$ cat src/rtl/wb_pkg.sv
// Shared constants for the writeback stage: opcodes, ALU ops, fixed registers and status codes.
package wb_pkg;

    localparam logic [4:0] OP_ALU_R = 5'b00000;
    localparam logic [4:0] OP_ADDI  = 5'b00101;
    localparam logic [4:0] OP_LW    = 5'b01000;
    localparam logic [4:0] OP_JAL   = 5'b00011;
    localparam logic [4:0] OP_SETX  = 5'b10101;

    localparam logic [4:0] ALU_MUL  = 5'b00110;
    localparam logic [4:0] ALU_DIV  = 5'b00111;

    localparam logic [4:0] REG_ZERO   = 5'd0;
    localparam logic [4:0] REG_STATUS = 5'd30;
    localparam logic [4:0] REG_LINK   = 5'd31;

    localparam logic [31:0] STATUS_MUL = 32'd4;
    localparam logic [31:0] STATUS_DIV = 32'd5;

    typedef enum logic {
        SEL_ALU = 1'b0,
        SEL_MEM = 1'b1
    } wb_sel_e;

    typedef enum logic {
        PEND_EMPTY = 1'b0,
        PEND_FULL  = 1'b1
    } pend_state_e;

endpackage

$ cat src/rtl/wb_decode.sv
// Writeback decode: which register (if any) the latched instruction writes and from which source.
module wb_decode
    import wb_pkg::*;
(
    input  logic [31:0] in_ir,
    output logic        has_write,
    output logic [4:0]  dest,
    output wb_sel_e     data_sel
);

    logic [4:0] opcode;
    logic [4:0] alu_op;
    logic [4:0] rd;
    logic       raw_write;
    logic       unused_ir_bits;

    assign opcode         = in_ir[31:27];
    assign rd             = in_ir[26:22];
    assign alu_op         = in_ir[6:2];
    assign unused_ir_bits = ^{in_ir[21:7], in_ir[1:0]};

    always_comb begin
        raw_write = 1'b0;
        dest      = REG_ZERO;
        data_sel  = SEL_ALU;
        case (opcode)
            OP_ALU_R: begin
                // mul/div retire later through the pending buffer
                if (alu_op != ALU_MUL && alu_op != ALU_DIV) begin
                    raw_write = 1'b1;
                    dest      = rd;
                end
            end
            OP_ADDI: begin
                raw_write = 1'b1;
                dest      = rd;
            end
            OP_LW: begin
                raw_write = 1'b1;
                dest      = rd;
                data_sel  = SEL_MEM;
            end
            OP_JAL: begin
                raw_write = 1'b1;
                dest      = REG_LINK;
            end
            OP_SETX: begin
                raw_write = 1'b1;
                dest      = REG_STATUS;
            end
            default: begin
                raw_write = 1'b0;
            end
        endcase
    end

    assign has_write = raw_write && (dest != REG_ZERO);

endmodule

$ cat src/rtl/wb_stage.sv
// Writeback stage: regfile write-port arbitration between the in-order pipeline and a
// one-entry pending buffer holding multiplier/divider results.
module wb_stage
    import wb_pkg::*;
(
    input  logic        clock,
    input  logic        reset,
    input  logic [31:0] in_ir,
    input  logic [31:0] in_O,
    input  logic [31:0] in_D,
    input  logic        md_ready,
    input  logic [31:0] md_result,
    input  logic        md_exception,
    input  logic        md_is_div,
    input  logic [4:0]  md_rd,
    output logic        ctrl_writeEnable,
    output logic [4:0]  ctrl_writeReg,
    output logic [31:0] data_writeReg,
    output logic        pend_valid,
    output logic [4:0]  pend_reg,
    output logic [31:0] pend_data,
    output logic        stall_req
);

    logic        pipe_write;
    logic [4:0]  pipe_dest;
    wb_sel_e     pipe_sel;
    logic [31:0] pipe_data;

    logic [4:0]  cap_reg;
    logic [31:0] cap_data;
    logic        capture;
    logic        drain;
    logic        discard;

    pend_state_e state_q, state_d;
    logic [4:0]  pend_reg_q, pend_reg_d;
    logic [31:0] pend_data_q, pend_data_d;

    wb_decode u_decode (
        .in_ir     (in_ir),
        .has_write (pipe_write),
        .dest      (pipe_dest),
        .data_sel  (pipe_sel)
    );

    assign pipe_data = (pipe_sel == SEL_MEM) ? in_D : in_O;

    always_comb begin
        cap_reg  = md_rd;
        cap_data = md_result;
        if (md_exception) begin
            cap_reg  = REG_STATUS;
            cap_data = md_is_div ? STATUS_DIV : STATUS_MUL;
        end
    end

    assign capture = md_ready && (cap_reg != REG_ZERO);
    assign drain   = (state_q == PEND_FULL) && !pipe_write;
    // A younger pipeline write to the same register makes the buffered value dead.
    assign discard = (state_q == PEND_FULL) && pipe_write && (pipe_dest == pend_reg_q);

    always_comb begin
        state_d     = state_q;
        pend_reg_d  = pend_reg_q;
        pend_data_d = pend_data_q;
        case (state_q)
            PEND_EMPTY: begin
                if (capture) begin
                    state_d     = PEND_FULL;
                    pend_reg_d  = cap_reg;
                    pend_data_d = cap_data;
                end
            end
            PEND_FULL: begin
                // A new capture always wins; if the old entry could not leave it is overwritten.
                if (capture) begin
                    state_d     = PEND_FULL;
                    pend_reg_d  = cap_reg;
                    pend_data_d = cap_data;
                end else if (drain || discard) begin
                    state_d     = PEND_EMPTY;
                    pend_reg_d  = REG_ZERO;
                    pend_data_d = 32'd0;
                end
            end
            default: begin
                state_d = PEND_EMPTY;
            end
        endcase
    end

    always_ff @(posedge clock or posedge reset) begin
        if (reset) begin
            state_q     <= PEND_EMPTY;
            pend_reg_q  <= REG_ZERO;
            pend_data_q <= 32'd0;
        end else begin
            state_q     <= state_d;
            pend_reg_q  <= pend_reg_d;
            pend_data_q <= pend_data_d;
        end
    end

    always_comb begin
        ctrl_writeEnable = 1'b0;
        ctrl_writeReg    = REG_ZERO;
        data_writeReg    = 32'd0;
        if (pipe_write) begin
            ctrl_writeEnable = 1'b1;
            ctrl_writeReg    = pipe_dest;
            data_writeReg    = pipe_data;
        end else if (state_q == PEND_FULL) begin
            ctrl_writeEnable = 1'b1;
            ctrl_writeReg    = pend_reg_q;
            data_writeReg    = pend_data_q;
        end
    end

    assign pend_valid = (state_q == PEND_FULL);
    assign pend_reg   = pend_reg_q;
    assign pend_data  = pend_data_q;
    assign stall_req  = (state_q == PEND_FULL) && pipe_write && (pipe_dest != pend_reg_q);

endmodule

$ cat config.mk
export PLATFORM = sky130hd
export DESIGN_NAME = wb_stage
export DESIGN_NICKNAME = d
export VERILOG_FILES = /design/src/rtl/wb_pkg.sv /design/src/rtl/wb_decode.sv /design/src/rtl/wb_stage.sv
export SDC_FILE = /design/constraint.sdc
export NUM_CORES = 1
export LEC_CHECK = 0
export BUFFER_PORTS_ARGS = -buffer_cell sky130_fd_sc_hd__buf_2
export CORE_UTILIZATION = 44
export DETAILED_ROUTE_END_ITERATION = 6
export PLACE_DENSITY_LB_ADDON = 0.3
export SYNTH_ARGS = -nofsm -noshare
export SYNTH_HDL_FRONTEND = slang
export SYNTH_SLANG_ARGS = --single-unit
$ cat constraint.sdc
create_clock -name clock -period 3.3 [get_ports clock]
set_input_delay 0.495 -clock clock [delete_from_list [all_inputs] [get_ports clock]]
set_output_delay 0.495 -clock clock [all_outputs]
set_load 0.05 [all_outputs]
==> run metrics <==
ANT nets after route=0; Static Leak=between 0.002 and 0.0025 µW; final wirelength=between 10 and 15 mm; fin nets=about 740; P_sw=851 µW; cell area after synthesis=around 3400 µm²; Post-Synth Simple-Gate Area=around 22%; Yosys reg bits=38; Via density=approximately 5.9; clk_lat worst skew=between 0.2 and 0.3 ns; combinational power share=approximately 47%; XOR/XNOR Fraction of Synth Area=0.258%; CTS Buf Count=5; max FFs per register=32; # DRC=0; Placer Congestion=roughly 0.85; ANT cells=0; Yosys top cell area share=~28%; GRT Util Overall=about 28%; Worst EP required=2.80 ns; RSZ-0062 raised after global routing=no; largest family of logic cells by synthesized area=compound AO/OA/AOI/OAI gates; clock skew=just over 0.007 ns; Die Ht=approximately 90 µm; Area Overhead vs Synth=35.2%; Clock transition at path regs=approximately 0.08 ns; Congestion Overflow GR=0; Hold Crit Class=input port to async pin; Max Buffers Root-to-Sink=2; hold_ws=about 0.13 ns; Slowest cell on crit path=a2111oi_0; Seq/Total Area, Yosys=between 20 and 30%; die footprint=between 8000 and 9000 µm²; Initial DRC Count=between 200 and 300; Cell Chain, Critical Path=buf_2 > or3b_1 > a2111oi_0 > a2111oi_0 > o21ai_1 > a311oi_4 > nor2b_4 > nor2_1 > buf_2; core area=7370 µm²; pwr dens=roughly 390 nW/µm²; Die W=roughly 90 µm; Root Driver=clkbuf_8; Max rail drop VDD=~250 µV; Finish-stage setup viols=0; Final HPWL DP=7.87 mm; io pins=215; max-cap violations=0; Async SR Flop Fraction=100%; cells after synthesis=434; share of layout cells above drive strength 1=about two fifths; largest net degree at the start of global routing=a little over 60; clk sinks=38; Filler Cells Inserted=a little under 700; Setup TNS=0 ns; Critical Path AT=roughly 2.6 ns; Synth area leaders=dfrtp_1, a21oi_1, mux2i_1; upper clock frequency limit=between 300 and 400 MHz; syn_area_per_cell=between 7 and 8 µm²; first-pass GRT wire length=18.8 mm; max-slew violations=0; vias in the first global route=roughly 3900; CP max stage delay=between 0.4 and 0.5 ns; dominant cell type by area after synthesis=dfrtp_1; Worst Path Max Fanout=6; Synth Area in Compound Gates=33.0%; predominant post-synthesis flop cell=dfrtp_1; internal power=about 960 µW; Final Util=around 62%; CTS tree=built; Place WS=0.211 ns; critical path class=input port to output port; Starting Density=between 40% and 50%; Routed WL per cell=approximately 16 µm; Clock power frac=~22%; Netlist cell types=just under 50; Row Count=31; Post-synth EDFFs=0; H-tree depth=2; Mapped Nets=roughly 570; endpoints failing hold=0; Via Count=between 4000 and 5000; Max-slew headroom=approximately 43%; Worst setup SP type=input port; period utilisation layout=roughly 93%; overall power=~1800 µW; initial antenna violation count=0; Net Sw Frac=about 47%; sequential power share=30.8%; crit end category=output port; I/O Buffers=196; outcome=completed; Synthesis Warnings=0; DR pass1 iterations=4; final worst slack=0.232 ns; multiplexer area fraction after synthesis=10.0%; Worst-Margin Slew=0.860 ns; Period minus WS final=just over 3 ns; Synth Area in Adders=0%
-- synth_stat cells (all sizes together), types with 2 or more instances --
cell	count
a21oi	69
nand2	39
inv	7
nand3	37
a221o	3
nor2	11
and3	31
clkbuf	33
o211ai	31
or2	2
nand3b	2
a41oi	30
a2111oi	2
nand4	2
buf	15
nand2b	3
dfrtp	38
mux2i	34
a31oi	4
nor2b	3
and2	3
o21ai	13
-- cell type report --
| type | count | area, µm² | share of cell area, % |
|---|---|---|---|
| multi-input cells | 341 | 2230 | 48.7 |
| flip-flops and latches | 38 | 951 | 20.7 |
| well taps | 99 | 124 | 2.70 |
| inverters | 7 | 26.3 | 0.573 |
| repair buffers | 213 | 1150 | 25.0 |
| clock buffers | 5 | 68.8 | 1.50 |
| clock inverters | 3 | 40.0 | 0.873 |
-- kinds of logic (layout without fill, tap and decap cells) --
| family | Yosys count | count (layout) |
|---|---|---|
| buffers and inverters | 55 | 228 |
| XOR/XNOR | 1 | 1 |
| flip-flops | 38 | 38 |
| AND/OR/NAND/NOR | 140 | 140 |
| AO/OA/AOI/OAI | 166 | 166 |
| multiplexers | 34 | 34 |
-- worst max-delay path: cells and delay by family --
family / cells / cell delay, ns
AOI/OAI and AO/OA: 4 / 1.01
buffers and inverters: 2 / 0.40
and+or+nand+nor: 3 / 0.65
-- power groups by stage --
| stage | Clock (µW) | Sequential (µW) | Combinational, µW |
|---|---|---|---|
| after global placement | 0 | 563 | 839 |
| after detailed placement | 0 | 566 | 851 |
| after floorplan | 0 | 678 | 487 |
| final | 400 | 558 | 852 |
| after global routing | 430 | 566 | 907 |
| after CTS | 406 | 557 | 854 |
-- cell usage in the layout (no fill, tap or decap), drive strengths merged, types with 4 or more instances in the layout --
cell and count:
a31oi 4, and3 31, inv 6, dfrtp 38, mux2i 34, nand3 37
nor2 11, buf 213, o211ai 31, a41oi 30, a21oi 69, clkbuf 5
nand2 39, o21ai 13
-- worst paths after layout --
kind / startpoint / to / slack (ns) / cells after the start
setup reg to reg: pend_reg[4] / pend_data[2] / 0.89 / 7
hold / removal: reset / pend_data[7] / 0.13 / 2
hold reg to reg: pend_data[2] / pend_data[2] / 0.59 / 1
setup / recovery: in_ir[29] / stall_req / 0.23 / 9
min in group clock: md_result[30] / pend_data[30] / 0.42 / 3
max in group asynchronous: reset / pend_data[31] / 2.47 / 3
-- metal layers --
metal  share of wire, %  GRT usage [%]  wire length (µm)
met5                  0              0                 0
met4                1.2           5.87               132
met3                7.9           5.25               877
met2                 49           49.6              5420
met1                 42           34.8              4650
-- what timing repair did --
| action | CTS | global route |
|---|---|---|
| hold buffers | 0 | 0 |
| setup endpoints to repair | 0 | 4 |
| setup buffers | 0 | 0 |
| gates resized for setup | 0 | 1 |
-- per-stage QoR --
step,area [µm²],std cells
final,4590,706
after global routing,4590,706
after CTS,4580,706
after detailed placement,4470,698
after global placement,4470,698
after floorplan,3390,434
Power figures use the tool's default switching activity.
